--- config.mk ---
export PLATFORM = sky130hd
export DESIGN_NAME = nrd_result_fifo_flat
export DESIGN_NICKNAME = d
export VERILOG_FILES = /design/src/rtl/nrd_result_fifo_if.sv /design/src/rtl/nrd_result_fifo.sv /design/src/flat_wrapper.sv
export SDC_FILE = /design/constraint.sdc
export NUM_CORES = 1
export LEC_CHECK = 0
export ABC_AREA = 0
export BUFFER_PORTS_ARGS = -buffer_cell sky130_fd_sc_hd__buf_2
export CORE_MARGIN = 2
export CORE_UTILIZATION = 50
export DETAILED_ROUTE_END_ITERATION = 10
export PLACE_DENSITY = 0.75
export REMOVE_ABC_BUFFERS = 1
export SLEW_MARGIN = 10
export SYNTH_ARGS = -nofsm -noshare
export SYNTH_HDL_FRONTEND = slang
export SYNTH_SLANG_ARGS = --single-unit
export TNS_END_PERCENT = 50
--- constraint.sdc ---
create_clock -name clk -period 1.75 [get_ports clk]
set_input_delay 0.0875 -clock clk [delete_from_list [all_inputs] [get_ports clk]]
set_output_delay 0.0875 -clock clk [all_outputs]
set_load 0.01 [all_outputs]
--- src/rtl/nrd_result_fifo_if.sv ---
// Handshake bundle for the non-restoring divider result stage.
// The slave modport is the FIFO's view; the master modport is the producer/consumer view.
interface nrd_result_fifo_if #(
   parameter int WIDTH = 4,
   parameter int DEPTH = 4
);
   localparam int CW = $clog2(DEPTH) + 1;

   logic             in_valid;
   logic             in_ready;
   logic [WIDTH-1:0] in_Q;
   logic [WIDTH:0]   in_A;
   logic [WIDTH-1:0] in_D1;
   logic [WIDTH-1:0] in_D2;
   logic             out_valid;
   logic             out_ready;
   logic [WIDTH-1:0] out_Q;
   logic [WIDTH-1:0] out_R;
   logic             out_dbz;
   logic [CW-1:0]    count;

   modport slave (
      input  in_valid, in_Q, in_A, in_D1, in_D2, out_ready,
      output in_ready, out_valid, out_Q, out_R, out_dbz, count
   );

   modport master (
      output in_valid, in_Q, in_A, in_D1, in_D2, out_ready,
      input  in_ready, out_valid, out_Q, out_R, out_dbz, count
   );
endinterface

--- src/rtl/nrd_result_fifo.sv ---
// Result stage of the non-restoring divider: corrects the final partial
// remainder at push time and buffers corrected results in a DEPTH-entry FIFO.
// Optional build macro NRD_DBZ_DETECT_EN: flag divisor==0 pushes and store
// Q=all-ones, R=dividend, dbz=1 for them. Without it out_dbz is tied low.
module nrd_result_fifo #(
   parameter int WIDTH = 4,
   parameter int DEPTH = 4
) (
   input  logic                clk,
   input  logic                rst,
   nrd_result_fifo_if.slave    bus
);
   localparam int AW = $clog2(DEPTH);
   localparam int CW = AW + 1;

   // Occupancy states; the state is fully determined by r_count.
   localparam logic [1:0] ST_EMPTY   = 2'd0;
   localparam logic [1:0] ST_PARTIAL = 2'd1;
   localparam logic [1:0] ST_FULL    = 2'd2;

   logic [AW-1:0]    r_wr_ptr;
   logic [AW-1:0]    r_rd_ptr;
   logic [CW-1:0]    r_count;
   logic [WIDTH-1:0] r_q_mem [DEPTH];
   logic [WIDTH-1:0] r_r_mem [DEPTH];

   logic [1:0]       w_state;
   logic             w_in_ready;
   logic             w_out_valid;
   logic             w_push;
   logic             w_pop;
   logic [WIDTH:0]   w_a_plus_d2;
   logic [WIDTH-1:0] w_q_corr;
   logic [WIDTH-1:0] w_r_corr;

   // Decode occupancy state from the counter.
   // NOTE: every always_comb output gets a default first so no latch is inferred.
   always_comb begin
      w_state = ST_PARTIAL;
      if (r_count == '0)
         w_state = ST_EMPTY;
      else if (r_count == CW'(DEPTH))
         w_state = ST_FULL;
   end

   // Full blocks input even when a pop happens in the same cycle (no fall-through).
   assign w_in_ready  = (w_state != ST_FULL) & ~rst;
   assign w_out_valid = (w_state != ST_EMPTY);
   assign w_push      = bus.in_valid & w_in_ready;
   assign w_pop       = w_out_valid & bus.out_ready;

   // A negative final remainder is fixed by adding the divisor back once.
   assign w_a_plus_d2 = bus.in_A + {1'b0, bus.in_D2};

`ifdef NRD_DBZ_DETECT_EN
   logic r_dbz_mem [DEPTH];
   logic w_dbz_corr;

   // Remainder correction with divide-by-zero override.
   always_comb begin
      w_q_corr   = bus.in_Q;
      w_r_corr   = bus.in_A[WIDTH] ? w_a_plus_d2[WIDTH-1:0] : bus.in_A[WIDTH-1:0];
      w_dbz_corr = 1'b0;
      if (bus.in_D2 == '0) begin
         w_q_corr   = '1;
         w_r_corr   = bus.in_D1;
         w_dbz_corr = 1'b1;
      end
   end

   // Divide-by-zero flag storage, written alongside the data entries.
   always_ff @(posedge clk or posedge rst) begin
      if (rst) begin
         for (int i = 0; i < DEPTH; i++)
            r_dbz_mem[i] <= 1'b0;
      end else if (w_push) begin
         r_dbz_mem[r_wr_ptr] <= w_dbz_corr;
      end
   end

   assign bus.out_dbz = r_dbz_mem[r_rd_ptr];
`else
   logic w_unused_d1;

   // Remainder correction; a zero divisor takes the normal path.
   always_comb begin
      w_q_corr = bus.in_Q;
      w_r_corr = bus.in_A[WIDTH] ? w_a_plus_d2[WIDTH-1:0] : bus.in_A[WIDTH-1:0];
   end

   // The dividend only matters for divide-by-zero reporting.
   assign w_unused_d1 = ^bus.in_D1;
   assign bus.out_dbz = 1'b0;
`endif

   // Data storage, cleared on reset so no stale entry is ever visible.
   // NOTE: the storage is reset on purpose: outputs read straight from it must show zero after reset.
   always_ff @(posedge clk or posedge rst) begin
      if (rst) begin
         for (int i = 0; i < DEPTH; i++) begin
            r_q_mem[i] <= '0;
            r_r_mem[i] <= '0;
         end
      end else if (w_push) begin
         r_q_mem[r_wr_ptr] <= w_q_corr;
         r_r_mem[r_wr_ptr] <= w_r_corr;
      end
   end

   // Pointer and occupancy bookkeeping; simultaneous push and pop leaves count unchanged.
   // NOTE: sequential state uses non-blocking assignments so all flops update together at the edge.
   always_ff @(posedge clk or posedge rst) begin
      if (rst) begin
         r_wr_ptr <= '0;
         r_rd_ptr <= '0;
         r_count  <= '0;
      end else begin
         if (w_push)
            r_wr_ptr <= (r_wr_ptr == AW'(DEPTH - 1)) ? '0 : r_wr_ptr + AW'(1);
         if (w_pop)
            r_rd_ptr <= (r_rd_ptr == AW'(DEPTH - 1)) ? '0 : r_rd_ptr + AW'(1);
         case ({w_push, w_pop})
            2'b10:   r_count <= r_count + CW'(1);
            2'b01:   r_count <= r_count - CW'(1);
            default: r_count <= r_count;
         endcase
      end
   end

   assign bus.in_ready  = w_in_ready;
   assign bus.out_valid = w_out_valid;
   assign bus.out_Q     = r_q_mem[r_rd_ptr];
   assign bus.out_R     = r_r_mem[r_rd_ptr];
   assign bus.count     = r_count;
endmodule

--- src/flat_wrapper.sv ---
// flat-port wrapper written by rule: the top's interface ports become plain ports
module nrd_result_fifo_flat 
#(
   parameter int WIDTH = 4,
   parameter int DEPTH = 4
)
  (clk, rst, bus_in_valid, bus_in_Q, bus_in_A, bus_in_D1, bus_in_D2, bus_out_ready, bus_in_ready, bus_out_valid, bus_out_Q, bus_out_R, bus_out_dbz, bus_count);
  nrd_result_fifo_if #(.WIDTH(WIDTH), .DEPTH(DEPTH)) bus_i ();
  input  logic clk;
  input  logic rst;
  input wire logic [$bits(bus_i.in_valid)-1:0] bus_in_valid;
  input wire logic [$bits(bus_i.in_Q)-1:0] bus_in_Q;
  input wire logic [$bits(bus_i.in_A)-1:0] bus_in_A;
  input wire logic [$bits(bus_i.in_D1)-1:0] bus_in_D1;
  input wire logic [$bits(bus_i.in_D2)-1:0] bus_in_D2;
  input wire logic [$bits(bus_i.out_ready)-1:0] bus_out_ready;
  output wire logic [$bits(bus_i.in_ready)-1:0] bus_in_ready;
  output wire logic [$bits(bus_i.out_valid)-1:0] bus_out_valid;
  output wire logic [$bits(bus_i.out_Q)-1:0] bus_out_Q;
  output wire logic [$bits(bus_i.out_R)-1:0] bus_out_R;
  output wire logic [$bits(bus_i.out_dbz)-1:0] bus_out_dbz;
  output wire logic [$bits(bus_i.count)-1:0] bus_count;
  assign bus_i.in_valid = bus_in_valid;
  assign bus_i.in_Q = bus_in_Q;
  assign bus_i.in_A = bus_in_A;
  assign bus_i.in_D1 = bus_in_D1;
  assign bus_i.in_D2 = bus_in_D2;
  assign bus_i.out_ready = bus_out_ready;
  assign bus_in_ready = bus_i.in_ready;
  assign bus_out_valid = bus_i.out_valid;
  assign bus_out_Q = bus_i.out_Q;
  assign bus_out_R = bus_i.out_R;
  assign bus_out_dbz = bus_i.out_dbz;
  assign bus_count = bus_i.count;
  nrd_result_fifo #(.WIDTH(WIDTH), .DEPTH(DEPTH)) u_core (.clk(clk), .rst(rst), .bus(bus_i));
endmodule
==> results of run 1 <==
## cells in the final DEF (no fill, tap or decap), drive strengths merged
cell type and n:
dlygate4sd3 1, buf 43, conb 1, xor2 2, xnor2 2, mux2 36
a21oi 4, fa 2, ha 9, nand2b 1, a2111o 1, nand3b 3
o21ai 1, o221ai 1, nand4bb 1, nand3 1, nand2 8, a21o 1
nor3 1, dfrtp 39, clkbuf 5, clkinv 2, or3 1, bufinv 1
mux2i 3, mux4 8, nor2 3, o211ai 1, inv 12
## layout make-up
cell class | instances | area, sq um | share of cell area (%)
inverters | 12 | 45.0 | 1.80
flip-flops and latches | 39 | 976 | 39.0
multi-input cells | 91 | 1040 | 41.6
clock inverters | 3 | 43.8 | 1.75
well taps | 50 | 62.6 | 2.50
clock buffers | 5 | 68.8 | 2.75
repair buffers | 44 | 268 | 10.7
## repair_timing
action | in CTS | in global routing
endpoints found under the hold margin | 39 | 0
hold buffers | 1 | 0
pin swaps | 6 | 6
resized for setup | 8 | 4
buffers inserted | 2 | 1
endpoints found under the setup margin | 2 | 2
gates cloned | 0 | 0
## worst max-delay path by stage
stage | slack (ps) | cells after the start | endpoint | startpoint
2_1_floorplan | -300 | 9 | u_core.bus.count[2] | u_core.bus.count[0]
3_3_place_gp | -80 | 9 | u_core.bus.count[2] | u_core.bus.count[0]
3_5_place_dp | -210 | 9 | u_core.bus.count[2] | u_core.bus.count[0]
4_1_cts | -100 | 10 | u_core.bus.count[2] | u_core.bus.count[1]
5_1_grt | -150 | 10 | u_core.bus.count[2] | u_core.bus.count[1]
6_report | -60 | 9 | u_core.bus.count[2] | u_core.bus.count[1]
## worst max-delay path: cells and delay by family, from the launching register on
kind / cells / cell delay (ps)
flip-flops: 1 / 420
adder cells (fa/ha/maj): 2 / 350
buffers and inverters: 2 / 100
AND/OR/NAND/NOR: 3 / 580
XOR/XNOR: 2 / 260
## registers in the layout (all words and copies together) (netlist names)
signal            flops
u_core.r_r_mem       16
u_core.r_wr_ptr       2
u_core.r_q_mem       16
u_core.bus.count      3
u_core.r_rd_ptr       2
## metrics by stage
stage	setup TNS (ps)	total power, mW	hold WS [ps]	instances
2_1_floorplan	-578	2.86	219	142
3_3_place_gp	-155	3.40	229	232
3_5_place_dp	-380	3.56	244	232
4_1_cts	-148	4.39	61.2	243
5_1_grt	-237	4.67	72.6	244
6_report	-109	4.37	65.4	244
## power breakdown
group / switching, mW / internal, mW / leakage (nW)
sequential: 0.271 / 1.36 / 0.470
combinational: 0.847 / 1.17 / 0.674
clock: 0.299 / 0.424 / 0.0581
total: 1.42 / 2.95 / 1.20
## kinds of logic after synthesis
logic type	share of synthesized area, %
other cells	0.183
flops	47.6
compound gates	3.48
simple gates	6.40
fa+ha+maj	7.44
mux	30.0
buf+inv	3.23
xor+xnor	1.71
## routing by layer
| layer | wire, microns | track usage, % |
|---|---|---|
| met2 | 2260 | 38.1 |
| met3 | 154 | 4.44 |
| met5 | 0 | 0 |
| met4 | 17 | 6.00 |
| met1 | 1540 | 21.4 |
==> results.json, run 1 <==
{
  "syn-cell-area_sq_mm": 0.00205,
  "worstSetupPathType": "flop to flop",
  "hp-start": "bus_in_Q[0]",
  "holdPathEnd": "u_core.r_q_mem[12]",
  "max_stage_delay_ps": 430,
  "critPathRequiredTime_ps": 1920,
  "initial_utilization_pct": 51.7,
  "die_x_microns": 68.1,
  "nNetsFinal": 225,
  "vias": 1298,
  "drt_iter0_markers": 29,
  "post_synth_num_cell_types": 31,
  "clockRootBuffer": "clkbuf_8",
  "fin_crit_ps": 1810,
  "synth.most_common_cell": "dfrtp_1",
  "antenna_found_initial": 0,
  "rr_endpoint": "u_core.bus.count[2]",
  "rsz0062_at_grt": "yes",
  "place_area_sq_mm": 0.00232,
  "hold_class": "input pin to flop",
  "synthTopCellsByCount": "dfrtp_1 (39), mux2_2 (33), inv_1 (12), ha_1 (9), mux4_2 (8)",
  "synth_warnings": 0,
  "slew_violations": 0,
  "cts_tree": "built",
  "regToRegSetupSlack_ps": -60,
  "drc": 0,
  "fmax_ghz": 0.554,
  "dp_hpwl_microns": 3010,
  "synth-seq-cells": 39,
  "r2r_start": "u_core.bus.count[1]",
  "setup_viol": 2,
  "gp_congestion": 0.815,
  "synth_area_per_cell_sq_um": 14.1,
  "routed_wl_microns": 3980,
  "cp_slowest_cell": "or3_4",
  "cts-htree-levels": 2,
  "rr_worst_depth": 9,
  "fin_worst_skew_ps": 5.80,
  "nFillCells": 307,
  "period_share_pct": 103,
  "synth.area.top_cells": "dfrtp_1 (48%), mux2_2 (18%), mux4_2 (8.8%)",
  "powerDensity_mw_per_mm2": 1740,
  "irDropWorstVdd_mv": 0.963,
  "synth-edff-count": 0,
  "start_kind": "flop",
  "grt_use_total_pct": 19.8,
  "crit_fanout": 2,
  "syn_to_final_growth_pct": 22.1,
  "seq_area_frac_synth_pct": 47.6,
  "routed_via_density": 5.32,
  "finalHoldViolCount": 0,
  "ios": 35,
  "grt_max_degree": 40,
  "drive_gt1_share_pct": 54.1,
  "fin_ws_ps": -55.9,
  "n_antenna_cell": 0,
  "status": "finished, violations left",
  "preCtsSetupSlack_ps": -206,
  "p_leak_nw": 1.20,
  "max-cap-violations": 0,
  "final_util_pct": 63.1,
  "synth.top_cell.area_share_pct": 47.6,
  "synthFlopType": "dfrtp_1",
  "ys_async_sr_fraction_pct": 100,
  "wire_per_inst_microns": 16.3,
  "dieHeight_microns": 68.1,
  "cts_made_buffers": 5,
  "synth_cells": 146,
  "first_global_vias": 1430,
  "core.rowCount": 23,
  "drtPass1Iterations": 4,
  "cts.clk_slew.worst_paths_ps": 80,
  "violations": "setup timing",
  "fp.coreArea_sq_mm": 0.00397,
  "crit_path_end_kind": "flop",
  "crit_path_cell_trace": "or3_4 > nand2_4 > inv_2 > ha_4 > inv_2 > fa_2 > xor2_1 > nor2_1 > xor2_1",
  "ant_nets": 0,
  "fin_area_sq_mm": 0.00250,
  "clk_latency_ps": 290,
  "cts.path.max_buffers": 2,
  "gr-total-overflow": 0,
  "synth_top_area_cell": "dfrtp_1",
  "grt_pass1_wl_microns": 6530,
  "cts.sinks": 39,
  "hold_path_depth": 2,
  "port_buffers": 29,
  "dieArea_sq_mm": 0.00463,
  "worstPathArrival_ps": 1980
}
Note: power is estimated with default switching activity, not from simulation.
==> inputs of run 2 (changes only) <==
--- a/config.mk
+++ b/config.mk
@@ -8,9 +8,9 @@
 export ABC_AREA = 0
 export BUFFER_PORTS_ARGS = -buffer_cell sky130_fd_sc_hd__buf_2
 export CORE_MARGIN = 2
-export CORE_UTILIZATION = 50
+export CORE_UTILIZATION = 55
 export DETAILED_ROUTE_END_ITERATION = 10
-export PLACE_DENSITY = 0.75
+export PLACE_DENSITY = 0.78
 export REMOVE_ABC_BUFFERS = 1
 export SLEW_MARGIN = 10
 export SYNTH_ARGS = -nofsm -noshare
==> constraint.sdc (replaced) <==
create_clock -name clk -period 1.9 [get_ports clk]
set_input_delay 0.095 -clock clk [delete_from_list [all_inputs] [get_ports clk]]
set_output_delay 0.095 -clock clk [all_outputs]
set_load 0.01 [all_outputs]
==> results.json, run 2 (synthesized netlist as in run 1, its figures left out) <==
{
  "status": "finished clean",
  "vias": 1317,
  "crit_fanout": 2,
  "routed_via_density": 5.46,
  "wire_per_inst_microns": 15.9,
  "initial_utilization_pct": 56.5,
  "first_global_vias": 1371,
  "layout_commonest_cell": "dfrtp_1",
  "final-seq-area_sq_um": 976,
  "dp_hpwl_microns": 2710,
  "multi_input_area_sq_mm": 0.00104,
  "fmax_ghz": 0.529,
  "antenna_found_initial": 0,
  "irDropWorstVdd_mv": 0.945,
  "slew_violations": 0,
  "drt_iter0_markers": 21,
  "fin_worst_skew_ps": 8.19,
  "cts-htree-levels": 2,
  "die_x_microns": 65.1,
  "grt_pass1_wl_microns": 6030,
  "fin_crit_ps": 1890,
  "nNetsFinal": 224,
  "cts_tree": "built",
  "fp.coreArea_sq_mm": 0.00363,
  "ant_nets": 0,
  "nFillCells": 270,
  "worstSetupPathType": "flop to flop",
  "clk_latency_ps": 280,
  "dieHeight_microns": 65.1,
  "cts.path.max_buffers": 2,
  "start_kind": "flop",
  "crit_path_end_kind": "flop",
  "hold_ws_ps": 78.8,
  "drtPass1Iterations": 4,
  "drive_gt1_share_pct": 52.3,
  "grt_max_degree": 40,
  "port_buffers": 29,
  "core.rowCount": 22,
  "final_cell_mix": "dfrtp_1 (39), mux2_2 (33), buf_2 (29)",
  "hold_class": "input pin to flop",
  "cts_made_buffers": 5,
  "routed_wl_microns": 3820,
  "max-cap-violations": 0,
  "drc": 0,
  "critPathRequiredTime_ps": 2100,
  "place_area_sq_mm": 0.00230,
  "fin_area_sq_mm": 0.00246,
  "powerDensity_mw_per_mm2": 1560,
  "worstPathArrival_ps": 2090,
  "dieArea_sq_mm": 0.00424,
  "cts.clk_slew.worst_paths_ps": 80,
  "setup_viol": 0,
  "clockRootBuffer": "clkbuf_8",
  "finalHoldViolCount": 0,
  "grt_use_total_pct": 19.1,
  "p_leak_nw": 1.18,
  "syn_to_final_growth_pct": 19.8,
  "gr-total-overflow": 0,
  "cts.sinks": 39,
  "ios": 35,
  "n_antenna_cell": 0,
  "period_share_pct": 99.5,
  "gp_congestion": 0.674
}
## run 2: final cells by class
| type | instances | share of cell area, % |
|---|---|---|
| clock buffer | 6 | 2.95 |
| clock inverter | 2 | 0.509 |
| inverter | 12 | 1.83 |
| multi-input combinational | 91 | 42.1 |
| sequential | 39 | 39.7 |
| tap | 48 | 2.44 |
| timing repair buffer | 43 | 10.4 |
## run 2: critical path, stage by stage, from the launching register on
cell and delay (ps):
dfrtp_1 410, or3_4 400, nand2_2 90, inv_1 70
ha_4 160, inv_1 70, fa_2 430, mux2i_1 180
## run 2: routing by layer
layer | track usage, % | vias up | wire length [microns]
met5 | 0 | - | 0
met4 | 6.25 | 0 | 22
met3 | 3.65 | 2 | 124
met2 | 34.7 | 25 | 2030
met1 | 22.7 | 676 | 1640
li1 | - | 614 | -
## run 2: power by group
group          total [mW]  internal [mW]  switching, mW
logic                1.80           1.05          0.756
registers            1.51           1.25          0.257
clock network       0.539          0.256          0.283
## run 2: path summary, 6_finish.rpt
check	startpoint	endpoint	slack (ps)	depth (start not counted)
min in group asynchronous	rst	u_core.r_wr_ptr[0]	470	4
max	u_core.bus.count[1]	u_core.bus.count[1]	9	7
min reg2reg	u_core.r_r_mem[15]	u_core.r_r_mem[15]	500	1
max reg2reg	u_core.bus.count[1]	u_core.bus.count[1]	9	7
min	bus_in_Q[3]	u_core.r_q_mem[11]	80	2
max in group asynchronous	rst	u_core.r_r_mem[9]	1080	4
## run 2: metrics by stage
step | setup slack, ps | cells | TNS [ps] | util, % | total power [mW]
3_3_place_gp | 20.7 | 228 | 0 | 63.4 | 3.10
2_1_floorplan | -155 | 142 | -275 | - | 2.64
3_5_place_dp | -51.7 | 228 | -84.0 | 63.4 | 3.22
6_report | 9.07 | 241 | 0 | 67.7 | 3.85
4_1_cts | 0.383 | 237 | 0 | 66.3 | 3.79
5_1_grt | -34.7 | 241 | -48.8 | 67.7 | 4.09
## run 2: repair_timing
item                                    in CTS  in global routing
cloned                                       0                  0
gates resized for setup                      3                  5
endpoints found under the hold margin       39                  0
endpoints found under the setup margin       2                  2
hold buffers                                 1                  0
buffers inserted                             0                  4
pin swaps                                    1                  5
